===== src/rtl/uart_fifo.sv =====
// uart_fifo: buffered UART peripheral for the AZ bus.
//
// Ports:
//   clk        system clock
//   reset      asynchronous active-low reset
//   cs_, as_   chip select / address strobe, both active low
//   rw         1 = read, 0 = write
//   addr       register select: 0 STATUS, 1 DATA, 2 DIVISOR, 3 CTRL
//   wr_data    bus write data
//   rd_data    registered read data, valid while rdy_ = 0, else 0
//   rdy_       active-low ready, one cycle after every accepted access
//   irq_rx     level interrupt: rx_ie & rx_not_empty
//   irq_tx     level interrupt: tx_ie & tx_idle
//   rd_data_u  serial RX line (asynchronous)
//   wr_data_u  serial TX line, idles high
//
// Frame FSM states (shared by TX and RX):
//   state    | meaning
//   S_IDLE   | line idle, waiting for a byte (TX) or a falling edge (RX)
//   S_START  | start bit
//   S_DATA   | eight data bits, LSB first
//   S_PARITY | optional parity bit
//   S_STOP   | stop bit

module uart_fifo_buf #(
    parameter int DEPTH = 16,
    parameter int W     = 8,
    parameter int CW    = $clog2(DEPTH) + 1
) (
    input  logic          clk,
    input  logic          reset,
    input  logic          push,
    input  logic          pop,
    input  logic [W-1:0]  din,
    output logic [W-1:0]  dout,
    output logic [CW-1:0] count,
    output logic          full,
    output logic          empty
);
    localparam int AW = $clog2(DEPTH);

    logic [W-1:0]  mem [DEPTH];
    logic [AW-1:0] wptr;
    logic [AW-1:0] rptr;
    logic          push_ok;
    logic          pop_ok;

    assign full    = (count == CW'(DEPTH));
    assign empty   = (count == '0);
    // full is judged before any same-cycle pop, so a push to a full FIFO drops
    assign push_ok = push & ~full;
    assign pop_ok  = pop & ~empty;
    assign dout    = mem[rptr];

    always_ff @(posedge clk) begin
        if (push_ok) mem[wptr] <= din;
    end

    always_ff @(posedge clk or negedge reset) begin
        if (!reset) begin
            wptr  <= '0;
            rptr  <= '0;
            count <= '0;
        end else begin
            if (push_ok) wptr <= wptr + AW'(1);
            if (pop_ok)  rptr <= rptr + AW'(1);
            if (push_ok && !pop_ok)      count <= count + CW'(1);
            else if (!push_ok && pop_ok) count <= count - CW'(1);
        end
    end
endmodule

module uart_fifo #(
    parameter int FIFO_DEPTH  = 16,
    parameter int DIV_W       = 16,
    parameter int DEFAULT_DIV = 434
) (
    input  logic        clk,
    input  logic        reset,
    input  logic        cs_,
    input  logic        as_,
    input  logic        rw,
    input  logic [1:0]  addr,
    input  logic [31:0] wr_data,
    output logic [31:0] rd_data,
    output logic        rdy_,
    output logic        irq_rx,
    output logic        irq_tx,
    input  logic        rd_data_u,
    output logic        wr_data_u
);
    localparam int CW = $clog2(FIFO_DEPTH) + 1;

    typedef enum logic [2:0] {S_IDLE, S_START, S_DATA, S_PARITY, S_STOP} frame_state_t;

    // ---------------- bus decode and registers ----------------
    logic             acc;
    logic [DIV_W-1:0] div_reg;
    logic [3:0]       ctrl;
    logic             rx_overrun, frame_err, parity_err;
    logic [31:0]      rd_mux;
    logic             unused_wr_bits;

    assign acc            = ~cs_ & ~as_;
    assign unused_wr_bits = ^wr_data;

    logic          tx_push, tx_pop, tx_full, tx_empty, tx_idle;
    logic [7:0]    tx_dout;
    logic [CW-1:0] tx_count;
    logic          rx_push, rx_pop, rx_full, rx_empty;
    logic [7:0]    rx_dout, rx_sh;
    logic [CW-1:0] rx_count;

    assign tx_push = acc & ~rw & (addr == 2'd1);
    assign rx_pop  = acc &  rw & (addr == 2'd1);

    uart_fifo_buf #(.DEPTH(FIFO_DEPTH), .W(8)) u_tx_fifo (
        .clk(clk), .reset(reset), .push(tx_push), .pop(tx_pop),
        .din(wr_data[7:0]), .dout(tx_dout), .count(tx_count),
        .full(tx_full), .empty(tx_empty)
    );

    uart_fifo_buf #(.DEPTH(FIFO_DEPTH), .W(8)) u_rx_fifo (
        .clk(clk), .reset(reset), .push(rx_push), .pop(rx_pop),
        .din(rx_sh), .dout(rx_dout), .count(rx_count),
        .full(rx_full), .empty(rx_empty)
    );

    always_comb begin
        rd_mux = '0;
        case (addr)
            2'd0: rd_mux = {8'b0, 8'(tx_count), 8'(rx_count), 2'b0, parity_err,
                            frame_err, rx_overrun, tx_idle, ~tx_full, ~rx_empty};
            2'd1: rd_mux = rx_empty ? 32'b0 : {24'b0, rx_dout};
            2'd2: rd_mux = 32'(div_reg);
            default: rd_mux = {28'b0, ctrl};
        endcase
    end

    logic rx_frame_set, rx_parity_set, rx_overrun_set;
    logic sts_wr;
    assign sts_wr = acc & ~rw & (addr == 2'd0);

    always_ff @(posedge clk or negedge reset) begin
        if (!reset) begin
            rdy_       <= 1'b1;
            rd_data    <= '0;
            div_reg    <= DIV_W'(DEFAULT_DIV);
            ctrl       <= '0;
            rx_overrun <= 1'b0;
            frame_err  <= 1'b0;
            parity_err <= 1'b0;
            irq_rx     <= 1'b0;
            irq_tx     <= 1'b0;
        end else begin
            rdy_    <= ~acc;
            rd_data <= (acc & rw) ? rd_mux : 32'b0;
            if (acc && !rw && addr == 2'd2)
                div_reg <= (wr_data[DIV_W-1:0] < DIV_W'(4)) ? DIV_W'(4) : wr_data[DIV_W-1:0];
            if (acc && !rw && addr == 2'd3)
                ctrl <= wr_data[3:0];
            // a new error event wins over a same-cycle clear
            if (rx_overrun_set)             rx_overrun <= 1'b1;
            else if (sts_wr && wr_data[3])  rx_overrun <= 1'b0;
            if (rx_frame_set)               frame_err  <= 1'b1;
            else if (sts_wr && wr_data[4])  frame_err  <= 1'b0;
            if (rx_parity_set)              parity_err <= 1'b1;
            else if (sts_wr && wr_data[5])  parity_err <= 1'b0;
            irq_rx <= ctrl[0] & ~rx_empty;
            irq_tx <= ctrl[1] & tx_idle;
        end
    end

    // ---------------- transmitter ----------------
    frame_state_t     tx_state, tx_state_nxt;
    logic [DIV_W-1:0] tx_cnt;
    logic [2:0]       tx_bit;
    logic [7:0]       tx_sh;
    logic             tx_par_en, tx_par_bit, tx_load, tx_done;

    assign tx_done = (tx_cnt == '0);
    assign tx_idle = (tx_state == S_IDLE) & tx_empty;

    always_comb begin
        tx_state_nxt = tx_state;
        tx_pop       = 1'b0;
        tx_load      = 1'b0;
        case (tx_state)
            S_IDLE: if (!tx_empty) begin
                tx_pop = 1'b1; tx_load = 1'b1; tx_state_nxt = S_START;
            end
            S_START: if (tx_done) begin
                tx_load = 1'b1; tx_state_nxt = S_DATA;
            end
            S_DATA: if (tx_done) begin
                tx_load = 1'b1;
                if (tx_bit == 3'd7) tx_state_nxt = tx_par_en ? S_PARITY : S_STOP;
            end
            S_PARITY: if (tx_done) begin
                tx_load = 1'b1; tx_state_nxt = S_STOP;
            end
            S_STOP: if (tx_done) begin
                if (!tx_empty) begin
                    tx_pop = 1'b1; tx_load = 1'b1; tx_state_nxt = S_START;
                end else begin
                    tx_state_nxt = S_IDLE;
                end
            end
            default: tx_state_nxt = S_IDLE;
        endcase
    end

    // The line is registered from the current state, so it trails the
    // state by one clock; every bit still lasts exactly div clocks.
    always_ff @(posedge clk or negedge reset) begin
        if (!reset) begin
            tx_state   <= S_IDLE;
            tx_cnt     <= '0;
            tx_bit     <= '0;
            tx_sh      <= '0;
            tx_par_en  <= 1'b0;
            tx_par_bit <= 1'b0;
            wr_data_u  <= 1'b1;
        end else begin
            tx_state <= tx_state_nxt;
            if (tx_load)                 tx_cnt <= div_reg - DIV_W'(1);
            else if (tx_state != S_IDLE) tx_cnt <= tx_cnt - DIV_W'(1);
            if (tx_pop) begin
                tx_sh      <= tx_dout;
                tx_bit     <= '0;
                tx_par_en  <= ctrl[2];
                tx_par_bit <= (^tx_dout) ^ ctrl[3];
            end else if (tx_state == S_DATA && tx_done) begin
                tx_sh  <= tx_sh >> 1;
                tx_bit <= tx_bit + 3'd1;
            end
            case (tx_state)
                S_START:  wr_data_u <= 1'b0;
                S_DATA:   wr_data_u <= tx_sh[0];
                S_PARITY: wr_data_u <= tx_par_bit;
                default:  wr_data_u <= 1'b1;
            endcase
        end
    end

    // ---------------- receiver ----------------
    logic             rx_s1, rxd;
    frame_state_t     rx_state, rx_state_nxt;
    logic [DIV_W-1:0] rx_cnt, rx_load_val;
    logic [2:0]       rx_bit;
    logic             rx_par_en, rx_par_odd, rx_par_bit;
    logic             rx_load, rx_begin, rx_shift, rx_par_cap, rx_stop, rx_done, rx_par_bad;

    assign rx_done    = (rx_cnt == '0);
    assign rx_par_bad = rx_par_en & (rx_par_bit != ((^rx_sh) ^ rx_par_odd));

    assign rx_push        = rx_stop & rxd & ~rx_par_bad;
    assign rx_frame_set   = rx_stop & ~rxd;
    assign rx_parity_set  = rx_stop & rxd & rx_par_bad;
    assign rx_overrun_set = rx_push & rx_full;

    always_comb begin
        rx_state_nxt = rx_state;
        rx_load      = 1'b0;
        rx_load_val  = div_reg - DIV_W'(1);
        rx_begin     = 1'b0;
        rx_shift     = 1'b0;
        rx_par_cap   = 1'b0;
        rx_stop      = 1'b0;
        case (rx_state)
            S_IDLE: if (!rxd) begin
                // first sample lands half a bit in, to check the start is real
                rx_begin     = 1'b1;
                rx_load      = 1'b1;
                rx_load_val  = (div_reg >> 1) - DIV_W'(1);
                rx_state_nxt = S_START;
            end
            S_START: if (rx_done) begin
                rx_load      = 1'b1;
                rx_state_nxt = rxd ? S_IDLE : S_DATA;
            end
            S_DATA: if (rx_done) begin
                rx_shift = 1'b1;
                rx_load  = 1'b1;
                if (rx_bit == 3'd7) rx_state_nxt = rx_par_en ? S_PARITY : S_STOP;
            end
            S_PARITY: if (rx_done) begin
                rx_par_cap   = 1'b1;
                rx_load      = 1'b1;
                rx_state_nxt = S_STOP;
            end
            S_STOP: if (rx_done) begin
                rx_stop      = 1'b1;
                rx_state_nxt = S_IDLE;
            end
            default: rx_state_nxt = S_IDLE;
        endcase
    end

    always_ff @(posedge clk or negedge reset) begin
        if (!reset) begin
            rx_s1      <= 1'b1;
            rxd        <= 1'b1;
            rx_state   <= S_IDLE;
            rx_cnt     <= '0;
            rx_bit     <= '0;
            rx_sh      <= '0;
            rx_par_en  <= 1'b0;
            rx_par_odd <= 1'b0;
            rx_par_bit <= 1'b0;
        end else begin
            rx_s1    <= rd_data_u;
            rxd      <= rx_s1;
            rx_state <= rx_state_nxt;
            if (rx_load)                 rx_cnt <= rx_load_val;
            else if (rx_state != S_IDLE) rx_cnt <= rx_cnt - DIV_W'(1);
            if (rx_begin) begin
                rx_bit     <= '0;
                rx_par_en  <= ctrl[2];
                rx_par_odd <= ctrl[3];
            end
            if (rx_shift) begin
                rx_sh  <= {rxd, rx_sh[7:1]};
                rx_bit <= rx_bit + 3'd1;
            end
            if (rx_par_cap) rx_par_bit <= rxd;
        end
    end
endmodule


===== config.mk =====
export PLATFORM = sky130hd
export DESIGN_NAME = uart_fifo
export DESIGN_NICKNAME = d
export VERILOG_FILES = /design/src/rtl/uart_fifo.sv
export SDC_FILE = /design/constraint.sdc
export NUM_CORES = 1
export LEC_CHECK = 0
export CORE_ASPECT_RATIO = 1.2
export CORE_MARGIN = 5
export CORE_UTILIZATION = 25
export DETAILED_ROUTE_END_ITERATION = 16
export GPL_TIMING_DRIVEN = 0
export RECOVER_POWER = 100
export SLEW_MARGIN = 20
export SYNTH_ARGS = -nofsm -noshare
export SYNTH_HDL_FRONTEND = slang
export SYNTH_SLANG_ARGS = --single-unit

===== constraint.sdc =====
create_clock -name clk -period 4.48 [get_ports clk]
set_input_delay 0.448 -clock clk [delete_from_list [all_inputs] [get_ports clk]]
set_output_delay 0.448 -clock clk [all_outputs]
set_load 0.05 [all_outputs]

[After elaboration in Yosys (flattened, before gate mapping)]
Memory sizes are Yosys's and may differ from the RTL's.
Cells that the tools add are included.
Word-level totals
  register bits: 152
  memory bits (writable): 256
  output and inout port bits: 36
  logic and storage cells: 208
  memories: 2
Memories
  u_rx_fifo.mem: depth 16, width 8, rd ports 1, clocked after Yosys merged registers in 0, wr ports 1, line 42  | logic [W-1:0] mem [DEPTH];
  u_tx_fifo.mem: depth 16, width 8, rd ports 1, clocked after Yosys merged registers in 0, wr ports 1, line 42
Cells by class
  add/sub/neg operators: 14
  order comparisons: 1
  equality and inequality tests: 28
  mux-type cells: 61
  bitwise gates (word level): 31
  reduce and logical (&&, ||, !) cells: 40
Operator list (number)
  $mux W16: 7
  $pmux W21 S3: 1
  $mux W3: 18
  $sub A16 B1 Y16 const B: 3
  $logic_not A16 Y1: 2
  $mux W32: 1
  $pmux W3 S5: 2
  $mux W8: 3
  $ne A2 B2 Y1 const B: 12
  $mux W1: 20
  $mux W5: 4
  $and A1 B1 Y1: 19
  $reduce_bool A2 Y1: 9
  $add A4 B1 Y4 const B: 4
  $lt A16 B3 Y1 const B: 1
  $reduce_xor A8 Y1: 2
  $sub A15 B1 Y16 const B: 1
  $eq A3 B2 Y1 const B: 4
  $eq A3 B3 Y1 const B: 4
  $reduce_and A6 Y1: 2
  $logic_and A1 B1 Y1: 11
  $add A5 B1 Y5 const B: 2
  $eq A5 B5 Y1 const B: 2
  $logic_not A5 Y1: 2
  other kinds (16): 39

[Depth between registers and ports, before layout]
Gate-level depths: netlist of run 1.
  word-level depth: 11
  gate-level depth with buffers: 16

[Hierarchy]
From an unflattened synthesis of run 1, not the netlist that was laid out.
Unflattened totals
  cells, all modules: 1362
  area, all modules: 18527.8 sq um
By module, submodules not included
  uart_fifo_buf: times used 2, cells an instance 322, area each 5816.8 sq um, sequential area each 4169.0 sq um
  uart_fifo: times used 1, cells an instance 718, area each 6894.1 sq um, sequential area each 2889.0 sq um

[Worst setup path before layout of run 1]
No wires, ideal clock.
  path type: register -> register
  start point: reg tx_cnt[0]
  end point: reg u_tx_fifo.count[4]
  setup time: 0.123 ns
  arrival time: 3.350 ns
  data required time: 4.357 ns
  slack: 1.008 ns
  stages on the path, launching flop included: 17
  clock period less this slack: 3.472 ns
  cells stage by stage: dfrtp_1 -> inv_1 -> ha_1 -> or3b_2 -> clkbuf_1 -> nor2_1 -> nand3_1 -> a21oi_2 -> inv_2 -> ha_1 -> inv_1 -> ha_1 -> a21o_1 -> a21oi_1 -> xnor2_1 -> nor2_1 -> xnor2_1
Between the ends
  cells in the longest elaborated chain, start to end: 7
  elaborated cells between the ends (all ways): 9
  those cells by class: 3 x mux; 1 x bitwise; 5 x reduce/logical
RTL lines
  start: declaration: line 176  | logic [DIV_W-1:0] tx_cnt;
  start signal: assignment: line 226  | if (tx_load) tx_cnt <= div_reg - DIV_W'(1);
  start signal: assignment: line 227  | else if (tx_state != S_IDLE) tx_cnt <= tx_cnt - DIV_W'(1);
  $logic_not A16 Y1 *: line 181  | assign tx_done = (tx_cnt == '0);
  $mux W1 *: line 202  | S_STOP: if (tx_done) begin
  $pmux W1 S2 *: line 188  | case (tx_state)
  $and A1 B1 Y1 *: line 52  | assign pop_ok = pop & ~empty;
  $logic_not A1 Y1: line 67  | if (push_ok && !pop_ok) count <= count + CW'(1);
  $logic_and A1 B1 Y1: line 67
  $mux W5 or $reduce_bool A2 Y1 (tied branches)
  end signal: assignment: line 67
  end signal: assignment: line 68  | else if (!push_ok && pop_ok) count <= count - CW'(1);
  end: declaration: line 36  | output logic [CW-1:0] count,
Every way passes the cells marked *; elsewhere a longest branch is shown, timed or not.
A chain may end at the register's enable or synchronous reset.

[Worst setup path in the final report of run 1]
  start point: reg rx_cnt[10]
  end point: mem u_rx_fifo.mem[0][5] (enable)
Between the ends
  cells in the longest elaborated chain, start to end: 8
RTL lines
  start: declaration: line 249  | logic [DIV_W-1:0] rx_cnt, rx_load_val;
  start signal: assignment: line 315  | if (rx_load) rx_cnt <= rx_load_val;
  start signal: assignment: line 316  | else if (rx_state != S_IDLE) rx_cnt <= rx_cnt - DIV_W'(1);
  $logic_not A16 Y1: line 254  | assign rx_done = (rx_cnt == '0);
  $mux W1: line 292  | S_STOP: if (rx_done) begin
  $mux W1: line 270  | case (rx_state)
  $and A1 B1 Y1 (2 in a row): line 257  | assign rx_push = rx_stop & rxd & ~rx_par_bad;
  $and A1 B1 Y1: line 51  | assign push_ok = push & ~full;
  named net u_rx_fifo.push_ok: line 45  | logic push_ok;
  $mux W1: line 56  | if (push_ok) mem[wptr] <= din;
  $mux W1 (implied by the code): line 56
  end: declaration: line 42
The timed path passes the listed nets, and every way through them passes these cells.

==> summary.md, run 1 <==
Setup violations remaining at the end of the flow were counted as 0. Endpoint kind of the worst setup timing path: a flip-flop. The tools report the worst hold slack after final layout as 0.358 ns.

For the violation count after the first detailed-route iteration, the log shows 808. TritonCTS built the clock tree. Estimated wirelength of the detail-placed design: 30.4 mm. At the end of routability-driven placement, the weighted congestion stood at 0.884. Across all layers, the routed design uses 11,000 vias.

Prior to clock tree synthesis, the placed netlist has a worst setup slack of 0.377 ns. The tools report the number of global-route vias before repair as 11,400. For this run, the number of Yosys warnings is 0. The clock latency of the later-clocked register in the worst-skew pair was 0.56 ns.

For the number of gates resized after CTS, the log shows 0. The run gives 1,428 as the number of nets at the end of the flow. Classification of the worst-slack hold path: flip-flop to flip-flop.

Cell count after synthesis: 1,253. The final cycle utilization of the critical path was 94.3%. The tools report the worst-case vdd ir drop as 271 uV.

Clock-pin slew was measured on the worst setup and hold paths at 0.06 ns. The H-tree generated during clock tree synthesis spans 2 levels. Number of sinks driven by the clock tree: 397.

The total count of hold-check failures in the final report is 0, and the total congestion overflow is 0. In this run the power density over the cells is 575 nW/um^2. The number of synthesized flops with an enable pin was 256; the chip height was 305 um.

Setup total negative slack on the finished layout was measured at 0 ns. The cell area that synthesis handed to floorplanning was 18,100 sq um. Among cell families on the critical path, the largest total delay comes from simple AND/OR/NAND/NOR gates. In this run the horizontal extent of the chip is 256 um. Among all flip-flop cells after synthesis, the most frequent one is sky130_fd_sc_hd__edfxtp_1. The leakage power summed over all cells is 7.70 nW. The type of origin of the critical path was a flip-flop. Final max-slew violation count: 59. The number of buffers on the longest clock path was 3; the worst path setup slack after routing was 0.253 ns. The number of placed instances, taps included, is 2,249. The synthesized design contains 397 register bits. Sequential cells were found to cover 62.0% of the synthesized design area.

The required time of the critical path was 4.64 ns; the biggest cell delay along the critical path was 0.84 ns. Relative to the synthesized area, the layout overhead comes to 17.4%. Class of the most critical setup path: flip-flop to flip-flop.

The count of buffering cells on the critical path with inverters included works out to 0. Row count: 108. Measured against its own limit, the worst slew margin works out to -106%. Post-CTS timing repair inserted 0 buffers for setup. Subtracting the final worst setup slack from the clock period gives 4.23 ns. Clock tree synthesis selected as its root buffer the cell sky130_fd_sc_hd__clkbuf_16.

For this configuration, the core starts out at a cell density of 25.1%. The first detailed-routing pass took 5 iterations. The quantity of I/O buffers inserted on ports came out at 47.

The initial antenna violation count was 3. The tools report the die area as 78,000 sq um. The run finished, with violations left. The total routed wirelength is 43.8 mm, and the average cell area after synthesis is 14.5 sq um. The checks that failed: capacitance limit, slew limit. After detailed routing, the number of vias per cell comes to 4.73. Based on the critical path, the design can be clocked at up to 237 MHz.

Global routing consumed, over all layers together, 11.0% of the routing resources. Core outline area: 72,200 sq um. Of the cells placed in the final design, the portion with a size suffix greater than 1 is 13.2%. STA puts the critical path data arrival time at 4.39 ns.

Proportion of register bits with asynchronous set or reset after synthesis: 35.5%. At the pin with the least slew margin, the transition time is 3.09 ns. The fill cell instance count of the final layout was 7,276; the global-route wire length before repair was 67.7 mm. The number of primary I/O pins was 76; the top fanout value on the critical path was 10.

Setup repair after global routing left no endpoint under its margin. After detailed routing, the number of remaining DRC violations is 0. Entering global routing, the biggest net connects 84 pins.

The largest registers in the layout are u_rx_fifo.mem x128, u_tx_fifo.mem x128, rd_data x21. The count of nets left with antenna violations once routing finished came out at 0. The clock skew after layout is 0.0323 ns, and the number of maximum-capacitance constraint violations is 1. The tools report the filler-free cell count of the finished design as 2,326. Walking the worst path, the cells encountered are nor4_1 -> nand2_1 -> or4_1 -> a211oi_4 -> nor3b_1 -> and2_0. The detail-routed net length per standard cell is 18.8 um.

Standard cell with the maximum stage delay on the critical path: sky130_fd_sc_hd__and2_0. Synthesis instantiated 84 different standard cells from the library. Buffers inserted during clock tree synthesis total 41.
[routing by layer]
layer  vias up  routed length [um]  part of all wire (%)  GRT usage, %
met4         0                1830                   4.2          4.32
met5         -                   0                     0             0
met1      5595               18400                    42          14.2
met3        97                2260                   5.2          2.09
met2       335               21300                    49          18.4
li1       4968                   -                     -             -
[power by group]
group / switching (W) / total, W / internal (W)
registers: 0.000351 / 0.00464 / 0.00428
logic: 0.00214 / 0.00390 / 0.00176
clock network: 0.00145 / 0.00370 / 0.00225
[cells by family after synthesis]
kind of cell / count (synthesis) / share of synthesized area [%]
flops: 397 / 62.0
simple gates: 332 / 9.47
compound gates: 173 / 6.55
mux: 133 / 13.3
buf+inv: 125 / 3.20
xor+xnor: 62 / 3.35
fa+ha+maj: 30 / 2.15
other cells: 1 / 0.0207
[worst paths after layout]
| path | start | to | slack, ns | cells past startpoint |
|---|---|---|---|---|
| min in group asynchronous | reset | rx_sh[1] | 1.63 | 2 |
| max reg2reg | rx_cnt[10] | u_rx_fifo.mem[0][5] | 0.25 | 6 |
| max | rx_cnt[10] | u_rx_fifo.mem[0][5] | 0.25 | 6 |
| min | rx_s1 | rxd | 0.36 | 0 |
| min reg2reg | rx_s1 | rxd | 0.36 | 0 |
| max in group asynchronous | reset | rx_cnt[12] | 1.06 | 2 |
[synth_stat cells, types with 24 or more instances]
cell / n / share of area [%]
sky130_fd_sc_hd__edfxtp_1: 256 / 42
sky130_fd_sc_hd__a21oi_1: 34 / 0.94
sky130_fd_sc_hd__nand3_1: 24 / 0.66
sky130_fd_sc_hd__clkbuf_1: 52 / 1.1
sky130_fd_sc_hd__o21ai_0: 38 / 1.0
sky130_fd_sc_hd__dfrtp_1: 132 / 18
sky130_fd_sc_hd__xnor2_1: 36 / 1.7
sky130_fd_sc_hd__mux2_2: 29 / 1.8
sky130_fd_sc_hd__and2_1: 32 / 1.1
sky130_fd_sc_hd__nor2_1: 79 / 1.6
sky130_fd_sc_hd__mux4_2: 47 / 5.8
sky130_fd_sc_hd__nor3_1: 32 / 0.88
sky130_fd_sc_hd__ha_1: 28 / 1.9
sky130_fd_sc_hd__inv_1: 45 / 0.93
sky130_fd_sc_hd__mux2i_1: 29 / 1.6
sky130_fd_sc_hd__nand2_1: 79 / 1.6
sky130_fd_sc_hd__mux4_1: 28 / 4.1
[stage by stage]
step	util (%)	total power (W)	cell area, sq um
4_1_cts	29.6	0.0124	21400
6_report	29.5	0.0122	21300
2_1_floorplan	-	0.00760	18200
3_5_place_dp	27.5	0.00867	19900
3_3_place_gp	27.4	0.00857	19800
5_1_grt	29.5	0.0129	21300
[area by class of cell]
class                   count  area, sq um  area share (%)
inverters                  46          173           0.812
repair buffers             52          519            2.44
well taps                 935         1170            5.50
plain buffers              79          395            1.86
flip-flops and latches    397        11200            52.8
multi-input cells         741         6310            29.7
diodes                      1         2.50          0.0118
clock inverters            21          302            1.42
clock buffers              54         1170            5.49
[worst register-to-register path, cell delays in order (launching register included)]
cell and delay, ns:
sky130_fd_sc_hd__dfrtp_1 0.45, sky130_fd_sc_hd__nor4_1 0.48, sky130_fd_sc_hd__nand2_1 0.33, sky130_fd_sc_hd__or4_1 0.67, sky130_fd_sc_hd__a211oi_4 0.57, sky130_fd_sc_hd__nor3b_1 0.48
sky130_fd_sc_hd__and2_0 0.84
[cells in the final DEF (no fill, tap or decap), types with 11 or more instances in the layout]
cell type / n
sky130_fd_sc_hd__edfxtp_1: 256
sky130_fd_sc_hd__dfrtp_1: 132
sky130_fd_sc_hd__nand2_1: 79
sky130_fd_sc_hd__nor2_1: 79
sky130_fd_sc_hd__clkbuf_1: 71
sky130_fd_sc_hd__mux4_2: 47
sky130_fd_sc_hd__inv_1: 45
sky130_fd_sc_hd__clkbuf_16: 43
sky130_fd_sc_hd__o21ai_0: 42
sky130_fd_sc_hd__dlygate4sd3_1: 37
sky130_fd_sc_hd__xnor2_1: 36
sky130_fd_sc_hd__a21oi_1: 34
sky130_fd_sc_hd__nor3_1: 33
sky130_fd_sc_hd__and2_0: 29
sky130_fd_sc_hd__mux2i_1: 29
sky130_fd_sc_hd__mux2_2: 29
sky130_fd_sc_hd__mux4_1: 28
sky130_fd_sc_hd__ha_1: 28
sky130_fd_sc_hd__nand3_1: 24
sky130_fd_sc_hd__xor2_1: 21
sky130_fd_sc_hd__nor4_1: 15
sky130_fd_sc_hd__a22o_1: 13
sky130_fd_sc_hd__nand4_1: 12
sky130_fd_sc_hd__o22ai_1: 11
sky130_fd_sc_hd__buf_4: 11
sky130_fd_sc_hd__conb_1: 11
[timing repair]
action | 4_1_cts | 5_1_grt
hold endpoints to repair | 55 | 0
endpoints found under the setup margin | 0 | 0
hold buffers | 1 | 0
Power figures use the tool's default switching activity.
==> run 2: changes to the inputs <==
==> constraint.sdc (replaced) <==
create_clock -name clk -period 5.05 [get_ports clk]
set_input_delay 0.505 -clock clk [delete_from_list [all_inputs] [get_ports clk]]
set_output_delay 0.505 -clock clk [all_outputs]
set_load 0.05 [all_outputs]
==> summary.md, run 2 (synthesized netlist as in run 1, its figures left out) <==
Total count of hold-check failures in the final report: 0. Setup violations remaining at the end of the flow were counted as 0. Clock-pin slew was measured on the worst setup and hold paths at 0.06 ns.

The core region is 72,200 sq um. Row generation in the floorplan step produced 108 rows. The largest registers in the layout are u_rx_fifo.mem x128, u_tx_fifo.mem x128, rd_data x21.

Entering global routing, the biggest net connects 84 pins. The share of total power in combinational logic came out at 31.9%. Subtracting the final worst setup slack from the clock period gives 4.33 ns.

After detailed routing, the number of remaining DRC violations is 0. The share of layout cells above drive strength 1 came out at 13.1%. Input and output buffers added on the ports amount to 47. The checks that failed: capacitance limit, slew limit.

Slew at the pin with the worst max-slew slack: 3.62 ns. Setup repair after global routing left no endpoint under its margin. In this run the register-to-register setup slack is 0.72 ns. The initial antenna violation count is 3, and the fill cell instance count of the final layout is 7,279.

The fraction of power spent switching nets came out at 32.2%. Global routing used 11.0% of the available tracks across all layers. The worst-case IR drop observed on VDD is 241 uV. The type of origin of the critical path is a flip-flop. The standard cell with the maximum stage delay on the critical path was sky130_fd_sc_hd__and2_0. 76 I/O pins were placed.

The chip height came out at 305 um. In this run the number of H-tree levels came out at 2. The global-route wire length before repair came out at 67.7 mm. The final max-slew violation count is 59, and the required time of the critical path is 5.21 ns. Once the floorplan was initialized, standard cells occupied 25.1% of the core. The leakage power summed over all cells is 7.67 nW. Number of maximum-capacitance constraint violations: 1. CTS saw 397 sinks.

Clock tree synthesis inserted a total of 41 buffers. Buffers added to address setup during post-CTS repair amount to 0. The number of nets at the end of the flow was 1,428; the violation count after the first detailed-route iteration was 848. The number of global-route vias before repair is 11,400, and the x dimension of the die is 256 um. The biggest cell delay along the critical path was 0.84 ns. The tools report the worst hold slack after final layout as 0.358 ns. The count of nets left with antenna violations once routing finished came out at 0. The setup path with the least slack is of type flip-flop to flip-flop.

The cell at the root of the clock tree was sky130_fd_sc_hd__clkbuf_16. Along the worst path, the maximum fanout reaches 10. The die covers 78,000 sq um.

The total routed wirelength came out at 43.7 mm. The power spent charging and discharging nets was 0.00349 W; the clock network fraction of total power was 30.2%. Most common cell after layout, fill and taps aside: sky130_fd_sc_hd__edfxtp_1.

The run finished, with violations left. Endpoint kind of the worst setup timing path: a flip-flop. For this run the aggregate overflow at the end of global routing stands at 0.

For this run, the top clock speed supported by timing is 231 MHz. The power density relative to cell area was 510 nW/um^2; the clock latency of the later-clocked register in the worst-skew pair was 0.56 ns. For the hold buffer count at CTS, the log shows 1.

After detailed routing, the number of vias per cell comes to 4.70. Estimated wirelength of the detail-placed design: 30.4 mm. In the final routed layout, each cell accounts on average for 18.8 um. The final-layout setup total negative slack came out at 0 ns. The logs give 0.884 for the placer congestion estimate and 3 for the number of buffers on the longest clock path. Data arrives at the worst endpoint at 4.49 ns.

TritonCTS built the clock tree. The signal on the critical path passes through inv_1 -> ha_1 -> nor4b_1 -> nand3_1 -> or4_1 -> a211oi_4 -> nor3b_1 -> and2_0. The area overhead of the layout relative to synthesis is 17.3%. Measured against its own limit, the worst slew margin works out to -142%. The classification of the worst-slack hold path is flip-flop to flip-flop. The logs give 0.0326 ns for the clock skew after layout and 10,900 for the overall via count from detail_route.

The final cycle utilization of the critical path is 85.7%. The internal power of the cells totals 0.00735 W. In this run, flip-flops and latches consume 37.9% of the power. Detailed-routing iteration count for the pre-antenna-repair pass: 5. In the layout the commonest cells are 256 x sky130_fd_sc_hd__edfxtp_1, 132 x sky130_fd_sc_hd__dfrtp_1, 79 x sky130_fd_sc_hd__nand2_1, 79 x sky130_fd_sc_hd__nor2_1, 72 x sky130_fd_sc_hd__clkbuf_1.

Post-CTS repair changed the size of 0 cells.
[run 2: cell types whose count changed in the layout (fill, tap and decap cells not counted)]
cell	delta
sky130_fd_sc_hd__inv_2	-1
sky130_fd_sc_hd__inv_1	+1
sky130_fd_sc_hd__nor4b_2	-1
sky130_fd_sc_hd__clkdlybuf4s25_1	-1
sky130_fd_sc_hd__nor4b_1	+1
sky130_fd_sc_hd__clkbuf_1	+1
[run 2: path summary, 6_finish.rpt]
path,cells past startpoint,endpoint,from
worst max register to register,8,u_rx_fifo.mem[0][5],rx_cnt[0]
worst min register to register,0,rxd,rx_s1
worst max-delay path,8,u_rx_fifo.mem[0][5],rx_cnt[0]
max in group asynchronous,2,rx_cnt[12],reset
worst min-delay path,0,rxd,rx_s1
min in group asynchronous,2,rx_sh[1],reset
[run 2: metrics by stage]
stage | utilization (%) | std cells | cell area, sq um | total power, W | setup slack (ns)
3_5_place_dp | 27.5 | 2249 | 19900 | 0.00769 | 0.947
4_1_cts | 29.6 | 2325 | 21400 | 0.0110 | 0.926
3_3_place_gp | 27.4 | 2245 | 19800 | 0.00760 | -2.71
2_1_floorplan | - | 1263 | 18200 | 0.00674 | 1.58
5_1_grt | 29.5 | 2325 | 21300 | 0.0114 | 0.446
6_report | 29.5 | 2326 | 21300 | 0.0108 | 0.723
[run 2: power by group through the flow]
| stage | Combinational, W | Sequential, W | Clock [W] |
|---|---|---|---|
| 4_1_cts | 0.00353 | 0.00411 | 0.00337 |
| 6_report | 0.00345 | 0.00411 | 0.00328 |
| 5_1_grt | 0.00378 | 0.00415 | 0.00350 |
| 2_1_floorplan | 0.00263 | 0.00411 | 0 |
| 3_5_place_dp | 0.00351 | 0.00417 | 0 |
| 3_3_place_gp | 0.00344 | 0.00416 | 0 |
[run 2: layout make-up]
cell class,instances,area (sq um),area share (%)
sequential,397,11200,52.8
multi-input combinational,741,6310,29.7
tap,935,1170,5.50
clock buffer,54,1170,5.49
timing repair buffer,52,513,2.41
buffer,79,395,1.86
clock inverter,21,302,1.42
inverter,46,173,0.812
antenna,1,2.50,0.0118
[run 2: worst max-delay path, delay by kind of cell (launching register included)]
| kind | cells | cell delay [ns] |
|---|---|---|
| AOI/OAI and AO/OA | 1 | 0.58 |
| adders and majority gates | 1 | 0.15 |
| buffers and inverters | 1 | 0.12 |
| DFF | 1 | 0.40 |
| and+or+nand+nor | 5 | 2.68 |
[run 2: routing by layer]
metal  track usage (%)  part of all wire, %  vias to the layer above  routed length, um
met2              18.4                   49                      312              21300
met4              4.32                  4.1                        0               1800
met1              14.2                   42                     5560              18300
met5                 0                    0                        -                  0
met3              2.09                  5.1                       90               2240
li1                  -                    -                     4965                  -
==> run 3: changes to the inputs <==
--- a/config.mk
+++ b/config.mk
@@ -5,6 +5,7 @@
 export SDC_FILE = /design/constraint.sdc
 export NUM_CORES = 1
 export LEC_CHECK = 0
+export CAP_MARGIN = 20
 export CORE_ASPECT_RATIO = 1.2
 export CORE_MARGIN = 5
 export CORE_UTILIZATION = 25
==> results of run 3 <==
Final layout, timing and power as in run 2 (identical DEF).
